==> config.mk <==
export PLATFORM = sky130hd
export DESIGN_NAME = lsu_param_flat
export DESIGN_NICKNAME = d
export VERILOG_FILES = /design/src/rtl/lsu_param_pkg.sv /design/src/rtl/lsu_param_if.sv /design/src/rtl/lsu_param_timeout_counter.sv /design/src/rtl/lsu_param.sv /design/src/flat_wrapper.sv
export SDC_FILE = /design/constraint.sdc
export NUM_CORES = 1
export LEC_CHECK = 0
export ABC_AREA = 1
export BUFFER_PORTS_ARGS = -buffer_cell sky130_fd_sc_hd__buf_2
export CAP_MARGIN = 20
export CORE_MARGIN = 8
export CORE_UTILIZATION = 48
export DETAILED_ROUTE_END_ITERATION = 8
export PLACE_DENSITY = 0.87
export SYNTH_ARGS = -nofsm -noshare
export SYNTH_HDL_FRONTEND = slang
export SYNTH_SLANG_ARGS = --single-unit
==> constraint.sdc <==
create_clock -name clk -period 2.1 [get_ports clk]
set_input_delay 0.105 -clock clk [delete_from_list [all_inputs] [get_ports clk]]
set_output_delay 0.105 -clock clk [all_outputs]
set_load 0.02 [all_outputs]
==> src/rtl/lsu_param_pkg.sv <==
// lsu_param shared definitions
// core_state codes and lsu_state encodings
package lsu_pkg;

  localparam logic [2:0] CORE_REQUEST = 3'b011;
  localparam logic [2:0] CORE_UPDATE  = 3'b110;

  typedef enum logic [2:0] {
    LSU_IDLE    = 3'd0,
    LSU_WAITING = 3'd1,
    LSU_DONE    = 3'd2,
    LSU_RETRY   = 3'd3,
    LSU_ERROR   = 3'd4
  } lsu_state_t;

endpackage

==> src/rtl/lsu_param_if.sv <==
// lsu_param memory channel bundle
// master = LSU side, slave = memory controller side
interface lsu_param_if #(
  parameter int ADDR_BITS = 8,
  parameter int DATA_BITS = 8
);
  logic                 mem_read_valid;
  logic [ADDR_BITS-1:0] mem_read_address;
  logic                 mem_read_ready;
  logic [DATA_BITS-1:0] mem_read_data;
  logic                 mem_write_valid;
  logic [ADDR_BITS-1:0] mem_write_address;
  logic [DATA_BITS-1:0] mem_write_data;
  logic                 mem_write_ready;

  modport master (
    output mem_read_valid, mem_read_address,
    input  mem_read_ready, mem_read_data,
    output mem_write_valid, mem_write_address,
    output mem_write_data,
    input  mem_write_ready
  );

  modport slave (
    input  mem_read_valid, mem_read_address,
    output mem_read_ready, mem_read_data,
    input  mem_write_valid, mem_write_address,
    input  mem_write_data,
    output mem_write_ready
  );
endinterface

==> src/rtl/lsu_param_timeout_counter.sv <==
// lsu_param per-attempt wait timer
// expired pulses while enabled at count TIMEOUT-1
module lsu_timeout_counter #(
  parameter int TIMEOUT = 16
) (
  input  logic clk,
  input  logic reset,
  input  logic clear,
  input  logic enable,
  output logic expired
);
  generate
    if (TIMEOUT == 0) begin : g_off
      logic unused_in;
      assign unused_in = ^{clk, reset, clear, enable};
      assign expired   = 1'b0;
    end else begin : g_on
      localparam int TW = $clog2(TIMEOUT + 1);
      localparam logic [TW-1:0] LAST = TW'(TIMEOUT - 1);
      localparam logic [TW-1:0] SAT  = TW'(TIMEOUT);
      logic [TW-1:0] timer;

      // count while enabled, saturating at TIMEOUT
      always_ff @(posedge clk) begin
        if (reset || clear)
          timer <= '0;
        else if (enable && timer != SAT)
          timer <= timer + 1'b1;
      end

      assign expired = enable && (timer == LAST);
    end
  endgenerate
endmodule

==> src/rtl/lsu_param.sv <==
// lsu_param: per-thread load/store unit
// latched op, per-attempt timeout, bounded re-issue
module lsu_param
  import lsu_pkg::*;
#(
  parameter int ADDR_BITS   = 8,
  parameter int DATA_BITS   = 8,
  parameter int TIMEOUT     = 16,
  parameter int MAX_RETRIES = 2,
  localparam int RW = (MAX_RETRIES > 0) ?
                      $clog2(MAX_RETRIES + 1) : 1
) (
  input  logic                 clk,
  input  logic                 reset,
  input  logic [2:0]           core_state,
  input  logic                 decoded_mem_read_enable,
  input  logic                 decoded_mem_write_enable,
  input  logic [ADDR_BITS-1:0] rs,
  input  logic [DATA_BITS-1:0] rt,
  lsu_param_if.master          mem,
  output logic [2:0]           lsu_state,
  output logic [DATA_BITS-1:0] lsu_out,
  output logic                 lsu_error,
  output logic [RW-1:0]        retry_count
);
  localparam logic [RW-1:0] MAXR = RW'(MAX_RETRIES);

  lsu_state_t           state_q, state_d;
  logic                 wr_q, wr_d;
  logic [ADDR_BITS-1:0] addr_q, addr_d;
  logic [DATA_BITS-1:0] data_q, data_d;
  logic                 rv_q, rv_d;
  logic                 wv_q, wv_d;
  logic [DATA_BITS-1:0] out_q, out_d;
  logic                 err_q, err_d;
  logic [RW-1:0]        rc_q, rc_d;
  logic                 rdy;
  logic                 expired;

  lsu_timeout_counter #(
    .TIMEOUT (TIMEOUT)
  ) u_timer (
    .clk     (clk),
    .reset   (reset),
    .clear   (state_q != LSU_WAITING),
    .enable  (state_q == LSU_WAITING),
    .expired (expired)
  );

  // only the channel of the latched op can complete it
  assign rdy = wr_q ? mem.mem_write_ready
                    : mem.mem_read_ready;

  // next-state and registered-output logic
  always_comb begin
    state_d = state_q;
    wr_d    = wr_q;
    addr_d  = addr_q;
    data_d  = data_q;
    rv_d    = rv_q;
    wv_d    = wv_q;
    out_d   = out_q;
    err_d   = err_q;
    rc_d    = rc_q;
    unique case (state_q)
      LSU_IDLE: begin
        if (core_state == CORE_REQUEST) begin
          if (decoded_mem_read_enable &&
              decoded_mem_write_enable) begin
            err_d   = 1'b1;
            rc_d    = '0;
            state_d = LSU_ERROR;
          end else if (decoded_mem_read_enable ||
                       decoded_mem_write_enable) begin
            wr_d    = decoded_mem_write_enable;
            addr_d  = rs;
            data_d  = rt;
            rv_d    = decoded_mem_read_enable;
            wv_d    = decoded_mem_write_enable;
            rc_d    = '0;
            state_d = LSU_WAITING;
          end
        end
      end
      LSU_WAITING: begin
        if (rdy) begin
          rv_d = 1'b0;
          wv_d = 1'b0;
          if (!wr_q)
            out_d = mem.mem_read_data;
          state_d = LSU_DONE;
        end else if (expired) begin
          rv_d = 1'b0;
          wv_d = 1'b0;
          if (rc_q < MAXR) begin
            rc_d    = rc_q + 1'b1;
            state_d = LSU_RETRY;
          end else begin
            err_d   = 1'b1;
            state_d = LSU_ERROR;
          end
        end
      end
      LSU_RETRY: begin
        rv_d    = !wr_q;
        wv_d    = wr_q;
        state_d = LSU_WAITING;
      end
      LSU_DONE, LSU_ERROR: begin
        if (core_state == CORE_UPDATE) begin
          err_d   = 1'b0;
          state_d = LSU_IDLE;
        end
      end
      default: state_d = LSU_IDLE;
    endcase
  end

  // state and output registers
  always_ff @(posedge clk) begin
    if (reset) begin
      state_q <= LSU_IDLE;
      wr_q    <= 1'b0;
      addr_q  <= '0;
      data_q  <= '0;
      rv_q    <= 1'b0;
      wv_q    <= 1'b0;
      out_q   <= '0;
      err_q   <= 1'b0;
      rc_q    <= '0;
    end else begin
      state_q <= state_d;
      wr_q    <= wr_d;
      addr_q  <= addr_d;
      data_q  <= data_d;
      rv_q    <= rv_d;
      wv_q    <= wv_d;
      out_q   <= out_d;
      err_q   <= err_d;
      rc_q    <= rc_d;
    end
  end

  assign mem.mem_read_valid    = rv_q;
  assign mem.mem_read_address  = addr_q;
  assign mem.mem_write_valid   = wv_q;
  assign mem.mem_write_address = addr_q;
  assign mem.mem_write_data    = data_q;
  assign lsu_state             = state_q;
  assign lsu_out               = out_q;
  assign lsu_error             = err_q;
  assign retry_count           = rc_q;
endmodule

==> src/flat_wrapper.sv <==
// flat-port wrapper written by rule: the top's interface ports become plain ports
module lsu_param_flat import lsu_pkg::*;
#(
  parameter int ADDR_BITS   = 8,
  parameter int DATA_BITS   = 8,
  parameter int TIMEOUT     = 16,
  parameter int MAX_RETRIES = 2,
  localparam int RW = (MAX_RETRIES > 0) ?
                      $clog2(MAX_RETRIES + 1) : 1
)
  (clk, reset, core_state, decoded_mem_read_enable, decoded_mem_write_enable, rs, rt, lsu_state, lsu_out, lsu_error, retry_count, mem_mem_read_valid, mem_mem_read_address, mem_mem_read_ready, mem_mem_read_data, mem_mem_write_valid, mem_mem_write_address, mem_mem_write_data, mem_mem_write_ready);
  lsu_param_if #(.ADDR_BITS(ADDR_BITS), .DATA_BITS(DATA_BITS)) mem_i ();
  input  logic clk;
  input  logic reset;
  input  logic [2:0] core_state;
  input  logic decoded_mem_read_enable;
  input  logic decoded_mem_write_enable;
  input  logic [ADDR_BITS-1:0] rs;
  input  logic [DATA_BITS-1:0] rt;
  output logic [2:0] lsu_state;
  output logic [DATA_BITS-1:0] lsu_out;
  output logic lsu_error;
  output logic [RW-1:0] retry_count;
  output wire logic [$bits(mem_i.mem_read_valid)-1:0] mem_mem_read_valid;
  output wire logic [$bits(mem_i.mem_read_address)-1:0] mem_mem_read_address;
  input wire logic [$bits(mem_i.mem_read_ready)-1:0] mem_mem_read_ready;
  input wire logic [$bits(mem_i.mem_read_data)-1:0] mem_mem_read_data;
  output wire logic [$bits(mem_i.mem_write_valid)-1:0] mem_mem_write_valid;
  output wire logic [$bits(mem_i.mem_write_address)-1:0] mem_mem_write_address;
  output wire logic [$bits(mem_i.mem_write_data)-1:0] mem_mem_write_data;
  input wire logic [$bits(mem_i.mem_write_ready)-1:0] mem_mem_write_ready;
  assign mem_mem_read_valid = mem_i.mem_read_valid;
  assign mem_mem_read_address = mem_i.mem_read_address;
  assign mem_i.mem_read_ready = mem_mem_read_ready;
  assign mem_i.mem_read_data = mem_mem_read_data;
  assign mem_mem_write_valid = mem_i.mem_write_valid;
  assign mem_mem_write_address = mem_i.mem_write_address;
  assign mem_mem_write_data = mem_i.mem_write_data;
  assign mem_i.mem_write_ready = mem_mem_write_ready;
  lsu_param #(.ADDR_BITS(ADDR_BITS), .DATA_BITS(DATA_BITS), .TIMEOUT(TIMEOUT), .MAX_RETRIES(MAX_RETRIES)) u_core (.clk(clk), .reset(reset), .core_state(core_state), .decoded_mem_read_enable(decoded_mem_read_enable), .decoded_mem_write_enable(decoded_mem_write_enable), .rs(rs), .rt(rt), .mem(mem_i), .lsu_state(lsu_state), .lsu_out(lsu_out), .lsu_error(lsu_error), .retry_count(retry_count));
endmodule
==> results.py <==
metrics = {
    "min_path": {
        "hold_depth": 3,
        "hold-path-endpoint": "u_core.mem.mem_read_address[6]",
        "hp-class": "in -> reg",
        "min_from": "rs[6]",
    },
    "setup_path": {
        "critPathMaxFanout": 4,
        "r2r_slack_ns": 0.39,
        "end_kind": "register",
        "cp.required_ns": 2.30,
        "critPathMaxStageDelay_ns": 0.34,
        "worst_setup_path_start_kind": "register",
        "rr_endpoint": "u_core.lsu_state[2]",
        "r2r_cells": 11,
        "arrival_ns": 1.90,
        "cp_top_family": "simple AND/OR/NAND/NOR gates",
        "worst-setup-path-type": "reg -> reg",
        "slowest_stage": "dfxtp_1",
        "crit_chain": "ha_1, nand2_1, nor2_1, ha_1, nand3b_1, nor2_1, nor2_2, nand2_1, nand2_1, inv_1, nor2_1",
        "cp_num_buf_inv": 1,
        "timing.rr.start": "u_core.u_timer.g_on.timer[0]",
    },
    "floorplan": {
        "fp.dieW_um": 78.6,
        "dieArea_um2": 6180,
        "core_um2": 3720,
        "initial_core_util_pct": 50.6,
        "num_io_pins": 73,
        "num_rows": 22,
        "fp.dieH_um": 78.6,
    },
    "cells_and_area": {
        "fin_cells": 376,
        "layout-drive-gt1-share_pct": 29.3,
        "antennaDiodeCount": 0,
        "final_nets": 363,
        "syn_to_final_growth_pct": 22.0,
    },
    "synthesis": {
        "post-synth-top-area-fraction_pct": 40.5,
        "synthCells": 260,
        "yosysWarnings": 0,
        "syn_area_per_cell_um2": 7.23,
        "syn_area_um2": 1880,
        "synth_area_leaders": "dfxtp_1, nor2_1, o21ai_0",
        "synth.largest_area_cell": "dfxtp_1",
        "synth-seq-area-share_pct": 40.5,
        "ys_seq_elements": 38,
        "yosysUniqueCellTypes": 27,
        "synth_nets": 296,
    },
    "global_routing": {
        "grt_pass1_wl_um": 7880,
        "grt_max_degree": 19,
        "first_global_vias": 1764,
        "grt.overflow.total": 0,
        "antenna_found_initial": 0,
        "grt_use_total_pct": 15.6,
    },
    "clocking": {
        "htree_levels": 2,
        "clock_sinks": 38,
        "clk_latency_ns": 0.29,
        "numCtsBuffers": 5,
        "cts_resized": 0,
        "hold_buffers": 1,
        "clockRootBuffer": "clkbuf_8",
        "clkTransAtPathRegs_ns": 0.08,
        "cts_setup_buffers": 0,
        "cts_buffer_depth": 2,
        "cts_tree": "done",
    },
    "pwr": {
        "p_leak_nw": 1.20,
        "pwr_density_cell_nw_per_um2": 1060,
        "ir_worst_vdd_mv": 0.452,
    },
    "timing": {
        "finalMaxSlewViolations": 0,
        "fmax_ghz": 0.586,
        "fin_crit_ns": 1.71,
        "rsz0062_at_grt": "false",
        "setup_tns_ns": 0,
        "tightest_slew_ns": 0.570,
        "setup_violations": 0,
        "hold_viol": 0,
        "slew_headroom_pct": 61.9,
        "skew_ns": 0.00939,
        "fin_crit_sh_pct": 81.2,
    },
    "run_status": {
        "run_status": "finished, final reports clean",
    },
    "placed_design": {
        "portBuffers": 72,
        "dp.cells": 367,
        "hpwlAfterDp_um": 3680,
        "place_congestion": 0.924,
    },
    "detailed_routing": {
        "wl_per_cell_um": 12.6,
        "drt_iter0_drc": 129,
        "avgViaCountPerCell": 4.92,
        "post-route-drc-count": 0,
        "vias": 1850,
        "ant_nets": 0,
        "firstDrtPassIters": 4,
        "wl_um": 4740,
    },
    "run": {
        "cap_violations": 0,
    },
}
==> layout by cell type, fill, tap and decap left out, types with 2 or more instances in the layout <==
master     n
buf_4      2
nand2_2    4
nor2_1    75
dfxtp_1   38
o21ai_0   30
nand3_1   17
nand3b_1   2
ha_1       3
buf_2     72
nand2_1   33
nor2_8     3
a21oi_1    7
inv_1     20
clkbuf_8   6
==> where the power goes <==
group / internal, mW / switching, mW / leakage [nW]
Sequential: 0.827 / 0.0992 / 0.309
Clock: 0.265 / 0.246 / 0.0482
Combinational: 0.336 / 0.647 / 0.844
==> worst max-delay path by stage <==
stage,from,endpoint,cells past startpoint
after floorplan,u_core.u_timer.g_on.timer[0],u_core.lsu_state[2],11
after global placement,u_core.u_timer.g_on.timer[0],u_core.lsu_state[2],11
after detailed placement,u_core.u_timer.g_on.timer[0],u_core.lsu_state[2],11
after CTS,u_core.u_timer.g_on.timer[0],u_core.lsu_state[2],11
after global routing,u_core.u_timer.g_on.timer[0],u_core.lsu_state[2],11
final,u_core.u_timer.g_on.timer[0],u_core.lsu_state[2],11
==> cell usage after synthesis, drive strengths merged <==
master,count
a211oi,1
a21oi,8
and2,1
buf,13
clkbuf,2
dfxtp,38
ha,3
inv,22
nand2,37
nand3,19
nand3b,2
nand4,1
nor2,80
o21a,1
o21ai,30
or2,1
xor2,1
==> area by class of cell <==
type	instances	area [µm²]
sequential	38	761
inverter	22	85.1
clock inverter	1	5.00
multi-input combinational	185	911
timing repair buffer	75	385
clock buffer	7	86.3
fill	348	1420
tap	48	60.1
==> cell families (layout without fill, tap and decap cells) <==
family	after synthesis	count (layout)	share of synthesized area, %
DFF	38	38	40.5
adders and majority gates	3	3	2.00
and+or+nand+nor	141	141	34.9
xor gates and xnor gates	1	1	0.466
buffers and inverters	37	105	11.1
AOI/OAI and AO/OA	40	40	11.1
==> metrics by stage <==
stage	power (mW)	hold WS [ns]	worst slack, ns	cell area, µm²	util [%]
after global routing	2.61	0.0360	0.197	2290	61.7
after global placement	1.89	0.279	0.521	2190	59.0
after floorplan	1.69	0.167	0.590	1880	-
after detailed placement	1.92	0.284	0.406	2190	59.0
after CTS	2.44	0.0339	0.400	2290	61.7
final	2.42	0.0381	0.395	2290	61.7
==> worst min-delay path, cell delays in order <==
cell and delay [ns]:
buf_2 0.07, nor2_1 0.03, nor2_1 0.08
==> registers in the layout, indices dropped and copies added (netlist names) <==
name                         flops
u_core.lsu_out                   8
u_core.mem.mem_read_address      8
u_core.mem.mem_write_data        8
u_core.u_timer.g_on.timer        5
u_core.lsu_state                 3
u_core.retry_count               2
u_core.lsu_error                 1
u_core.mem.mem_read_valid        1
u_core.mem.mem_write_valid       1
u_core.wr_q                      1
==> layer usage <==
metal  track usage [%]  wire, µm  up-vias  share of wire [%]
met5                 0         0        -                  0
met4              7.41        68        0                1.4
met3              4.90       420        9                8.9
met2              27.6      2400       68                 51
met1              16.3      1850      825                 39
li1                  -         -      948                  -
Power figures use the tool's default switching activity.
